==> config.mk <==
export PLATFORM = sky130hd
export DESIGN_NAME = snax_csr_bridge
export DESIGN_NICKNAME = d
export VERILOG_FILES = /design/src/rtl/snax_csr_bridge.sv
export SDC_FILE = /design/constraint.sdc
export NUM_CORES = 1
export LEC_CHECK = 0
export BUFFER_PORTS_ARGS = -buffer_cell sky130_fd_sc_hd__clkbuf_2
export CORE_AREA = 2 2 134 136
export CTS_CLUSTER_SIZE = 20
export DETAILED_ROUTE_END_ITERATION = 16
export DIE_AREA = 0 0 136 138
export PLACE_DENSITY = 0.44
export SYNTH_ARGS = -nofsm -noshare
export SYNTH_HDL_FRONTEND = slang
export SYNTH_SLANG_ARGS = --single-unit
==> constraint.sdc <==
create_clock -name clk_i -period 10 [get_ports clk_i]
set_input_delay 2 -clock clk_i [delete_from_list [all_inputs] [get_ports clk_i]]
set_output_delay 2 -clock clk_i [all_outputs]
set_load 0.05 [all_outputs]
==> src/rtl/snax_csr_bridge.sv <==
// Bridge between the Snitch accelerator request/response port and a SNAX CSR port.
// An in-order ID FIFO pairs each response with its request; out-of-range CSRs are answered locally.
package snax_csr_bridge_pkg;
    typedef struct packed {
        logic [31:0] data_op;
        logic [63:0] data_arga;
        logic [63:0] data_argb;
        logic [4:0]  id;
    } acc_req_t;

    typedef struct packed {
        logic [63:0] data;
        logic [4:0]  id;
        logic        error;
    } acc_rsp_t;
endpackage

module snax_csr_bridge #(
    parameter type         acc_req_t      = snax_csr_bridge_pkg::acc_req_t,
    parameter type         acc_rsp_t      = snax_csr_bridge_pkg::acc_rsp_t,
    parameter logic [31:0] CsrAddrOffset  = 32'h3c0,
    parameter int unsigned NumCsr         = 32,
    parameter int unsigned MaxOutstanding = 4,
    parameter int unsigned IdWidth        = 5
) (
    input  logic                                  clk_i,
    input  logic                                  rst_ni,
    input  acc_req_t                              snax_req_i,
    input  logic                                  snax_qvalid_i,
    output logic                                  snax_qready_o,
    output acc_rsp_t                              snax_resp_o,
    output logic                                  snax_pvalid_o,
    input  logic                                  snax_pready_i,
    output logic [31:0]                           snax_csr_req_bits_data_o,
    output logic [31:0]                           snax_csr_req_bits_addr_o,
    output logic                                  snax_csr_req_bits_write_o,
    output logic                                  snax_csr_req_valid_o,
    input  logic                                  snax_csr_req_ready_i,
    input  logic [31:0]                           snax_csr_rsp_bits_data_i,
    input  logic                                  snax_csr_rsp_valid_i,
    output logic                                  snax_csr_rsp_ready_o,
    output logic [$clog2(MaxOutstanding+1)-1:0]   outstanding_o
);

    localparam int unsigned PtrWidth = (MaxOutstanding > 1) ? $clog2(MaxOutstanding) : 1;
    localparam int unsigned CntWidth = $clog2(MaxOutstanding + 1);

    // Handshake: a transfer happens on a channel in every cycle where valid and ready are both high.
    logic [IdWidth-1:0]  id_mem  [MaxOutstanding];
    logic                err_mem [MaxOutstanding];
    logic [PtrWidth-1:0] rd_ptr;
    logic [PtrWidth-1:0] wr_ptr;
    logic [CntWidth-1:0] count;

    logic        full;
    logic        empty;
    logic        is_read;
    logic        in_range;
    logic        push;
    logic        pop;
    logic [31:0] csr_addr;

    assign full  = (count == CntWidth'(MaxOutstanding));
    assign empty = (count == '0);

    // SYSTEM opcode with funct3[1] set covers CSRRS/CSRRC/CSRRSI/CSRRCI.
    assign is_read  = (snax_req_i.data_op[6:0] == 7'b1110011) && snax_req_i.data_op[13];
    assign csr_addr = snax_req_i.data_argb[31:0] - CsrAddrOffset;
    assign in_range = (csr_addr < 32'(NumCsr));

    assign snax_csr_req_bits_data_o  = snax_req_i.data_arga[31:0];
    assign snax_csr_req_bits_addr_o  = csr_addr;
    assign snax_csr_req_bits_write_o = snax_qvalid_i && !is_read;
    assign snax_csr_req_valid_o      = snax_qvalid_i && in_range && !full;
    assign snax_qready_o             = !full && (in_range ? snax_csr_req_ready_i : 1'b1);

    assign push = snax_qvalid_i && snax_qready_o;
    assign pop  = snax_pvalid_o && snax_pready_i;

    always_comb begin
        snax_resp_o          = '0;
        snax_resp_o.id       = id_mem[rd_ptr];
        snax_pvalid_o        = 1'b0;
        snax_csr_rsp_ready_o = 1'b0;
        if (!empty) begin
            if (err_mem[rd_ptr]) begin
                snax_pvalid_o     = 1'b1;
                snax_resp_o.error = 1'b1;
            end else begin
                snax_pvalid_o          = snax_csr_rsp_valid_i;
                snax_csr_rsp_ready_o   = snax_pready_i;
                snax_resp_o.data[31:0] = snax_csr_rsp_bits_data_i;
            end
        end
    end

    always_ff @(posedge clk_i or negedge rst_ni) begin
        if (!rst_ni) begin
            rd_ptr <= '0;
            wr_ptr <= '0;
            count  <= '0;
        end else begin
            if (push) begin
                wr_ptr <= (wr_ptr == PtrWidth'(MaxOutstanding - 1)) ? '0 : wr_ptr + PtrWidth'(1);
            end
            if (pop) begin
                rd_ptr <= (rd_ptr == PtrWidth'(MaxOutstanding - 1)) ? '0 : rd_ptr + PtrWidth'(1);
            end
            if (push && !pop) begin
                count <= count + CntWidth'(1);
            end else if (pop && !push) begin
                count <= count - CntWidth'(1);
            end
        end
    end

    // Entry payload needs no reset: it is only observed while count says it is valid.
    always_ff @(posedge clk_i) begin
        if (push) begin
            id_mem[wr_ptr]  <= snax_req_i.id;
            err_mem[wr_ptr] <= !in_range;
        end
    end

    assign outstanding_o = count;

endmodule

==> results.sh <==
export IMPL_synth_top_area_share_pct=24.8
export IMPL_grt_pass1_wl_mm=11.1
export IMPL_worst_hold_path_type="flop to flop"
export IMPL_power_switching_w=0.000529
export IMPL_worst_path_max_fanout=7
export IMPL_post_cts_resize_count=0
export IMPL_sw_frac_of_total_pct=55.2
export IMPL_period_share_pct=66.5
export IMPL_combinationalPowerShare_pct=63.3
export IMPL_core_mm2=0.0175
export IMPL_crit_arrival_ps=4650
export IMPL_cp_cell_sequence="clkbuf_2 -> nor4_4 -> nand3_1 -> nor4_1 -> xor2_1 -> nor4_2 -> nand2_1 -> o21a_1 -> clkbuf_2"
export IMPL_clock_sinks=31
export IMPL_drc=0
export IMPL_layout_nets=617
export IMPL_intPower_w=0.000429
export IMPL_p_leak_nw=1.64
export IMPL_vias_per_cell=3.71
export IMPL_cap_viol_max_count=0
export IMPL_yosys_area_top_type="edfxtp_1"
export IMPL_fin_tns_setup_ps=0
export IMPL_synth_compound_area_share_pct=6.08
export IMPL_critPathSlowestCell="nor4_4"
export IMPL_grtUsageTotal_pct=7.36
export IMPL_ioPinCount=345
export IMPL_timing_final_ws_setup_ps=3350
export IMPL_synth_top_family_by_area="simple AND/OR/NAND/NOR gates"
export IMPL_synthMuxAreaShare_pct=6.47
export IMPL_hold_buffers=0
export IMPL_syn_area_mm2=0.00290
export IMPL_synth_xor_area_share_pct=7.25
export IMPL_finalSetupViolations=0
export IMPL_fin_cells=635
export IMPL_clockBufferDepth=2
export IMPL_htreeDepth=2
export IMPL_async_reset_ff_share_pct=22.6
export IMPL_peakVddDrop_uv=164
export IMPL_avgRoutedWirePerCell_um=11.7
export IMPL_antenna_cells=0
export IMPL_drt_initial_drc_count=72
export IMPL_worstPathRequired_ps=8000
export IMPL_drive_gt1_share_pct=45.3
export IMPL_synthCells=295
export IMPL_yosys_area_share_simple_pct=25.0
export IMPL_slew_violations=0
export IMPL_post_place_ws_ps=3300
export IMPL_dr_total_vias=2357
export IMPL_area_growth_pct=25.7
export IMPL_p_per_area_mw_per_mm2=263
export IMPL_fin_worst_skew_ps=4.47
export IMPL_dr_pass1_iters=4
export IMPL_synth_area_top_cells="edfxtp_1 (25%), buf_4 (18%), and2_1 (7.3%), dfrtp_1 (6.0%), mux4_2 (4.7%)"
export IMPL_path_class="input pin to primary output"
export IMPL_rsz0062_at_grt="no"
export IMPL_cts_tree="done"
export IMPL_die_area_mm2=0.0188
export IMPL_power_share_clock_pct=14.9
export IMPL_fin_crit_ps=6650
export IMPL_place_inst=627
export IMPL_clkTransAtPathRegs_ps=50
export IMPL_crit_top_cell="clkbuf_2"
export IMPL_grt_pass1_vias=2314
export IMPL_ys_seq_area_share_pct=30.9
export IMPL_cp_start_kind="input pin"
export IMPL_final_hold_viol_count=0
export IMPL_synth_seq_cells=31
export IMPL_setup_worst_path_end_class="primary output"
export IMPL_die_h_um=138
export IMPL_ys_types=52
export IMPL_cts_root_buf="clkbuf_16"
export IMPL_outcome="finished, final reports clean"
export IMPL_portBuffers=150
export IMPL_initial_utilization_pct=16.5
export IMPL_ant_nets=0
export IMPL_insertion_delay_ps=270
export IMPL_critPathMaxStageDelay_ps=490
export IMPL_wl_mm=7.45
export IMPL_synth_edf_count=24
export IMPL_synth_adder_area_share_pct=4.14
export IMPL_die_w_um=136
export IMPL_rows=49
export IMPL_yosys_most_used_dff="edfxtp_1"
export IMPL_synth_warnings=0
export IMPL_antenna_found_initial=0
export IMPL_grt_max_degree=34
export IMPL_syn_avg_cell_area_um2=9.83
export IMPL_dp_hpwl_mm=6.36
export IMPL_fmax_mhz=150
export IMPL_postCtsSetupRepairBufs=0
export IMPL_grt_ovfl_total=0
export IMPL_gp_congestion=0.791
export IMPL_numCtsBuffers=5
export IMPL_sequentialPowerShare_pct=21.8
[power groups by stage]
stage / clock network (W) / registers [W] / logic [W]
final: 0.000143 / 0.000209 / 0.000606
after CTS: 0.000146 / 0.000211 / 0.000613
after detailed placement: 0 / 0.000213 / 0.000612
after floorplan: 0 / 0.000216 / 0.000520
after global routing: 0.000152 / 0.000215 / 0.000643
after global placement: 0 / 0.000211 / 0.000608
[layer usage]
layer / part of all wire, % / vias up / track usage [%]
li1: - / 1143 / -
met1: 40 / 1066 / 8.04
met2: 49 / 142 / 13.3
met3: 9.6 / 6 / 1.94
met4: 1.4 / 0 / 3.07
met5: 0 / - / 0
[worst paths after layout]
check,start,endpoint,slack (ps),cells past startpoint
hold / removal,outstanding_o[2]$_DFFE_PN0P_,outstanding_o[2]$_DFFE_PN0P_,550,1
max in group asynchronous,rst_ni,rd_ptr[1]$_DFFE_PN0P_,8250,1
setup reg to reg,rd_ptr[0]$_DFFE_PN0P_,outstanding_o[2]$_DFFE_PN0P_,7240,10
min in group asynchronous,rst_ni,wr_ptr[0]$_DFFE_PN0P_,1570,1
setup / recovery,snax_req_i[17],snax_qready_o,3350,9
hold reg to reg,outstanding_o[2]$_DFFE_PN0P_,outstanding_o[2]$_DFFE_PN0P_,550,1
[synth_stat cells (5+ instances only)]
cell      number
nand4_1        5
buf_4         70
inv_1          5
nand2_1       17
dfrtp_1        7
xor2_1        14
clkbuf_1       6
nor3_1         5
edfxtp_1      24
xnor2_1       10
mux4_2         6
nor2_1        17
and2_1        34
ha_1           8
[logic make-up (layout without fill, tap and decap cells)]
group / count (synthesis) / in the layout
AO/OA/AOI/OAI: 19 / 19
multiplexers: 10 / 10
other: 1 / 32
flip-flops: 31 / 31
XOR/XNOR: 24 / 24
AND/OR/NAND/NOR: 117 / 117
adder cells (fa/ha/maj): 9 / 9
buffers and inverters: 84 / 164
[through the flow]
stage                     hold WS [ps]  power [W]  cell area [um^2]  util [%]
after global routing               583    0.00101              3640      20.8
final                              550   0.000958              3640      20.8
after detailed placement           545   0.000825              3500      20.0
after CTS                          553   0.000971              3640      20.8
after floorplan                    535   0.000736              3020         -
after global placement             514   0.000819              3500      20.0
[registers in the layout, indices dropped and copies added, names as in the netlist]
signal	count
err_mem	4
id_mem	20
outstanding_o	3
rd_ptr	2
wr_ptr	2
[worst max-delay path, delay by kind of cell]
family	cells	cell delay (ps)
XOR/XNOR	1	160
buffers and inverters	2	410
AO/OA/AOI/OAI	1	240
AND/OR/NAND/NOR	5	1830
[cell usage in the layout, fill, tap and decap left out, types with 5 or more instances in the layout]
cell	count
and2_1	34
clkbuf_16	5
ha_1	8
xor2_1	14
clkbuf_2	150
conb_1	32
nand2_1	17
xnor2_1	10
mux4_2	6
edfxtp_1	24
nand4_1	5
nor2_1	17
inv_1	5
nor3_1	5
dfrtp_1	7
[cell type report]
class | instances | area, um^2
clock buffers | 5 | 125
repair buffers | 151 | 758
multi-input cells | 211 | 1540
clock inverters | 3 | 20.0
well taps | 229 | 287
inverters | 5 | 18.8
flip-flops and latches | 31 | 896
fillers | 1975 | 13900
(Power assumes the default switching activity.)
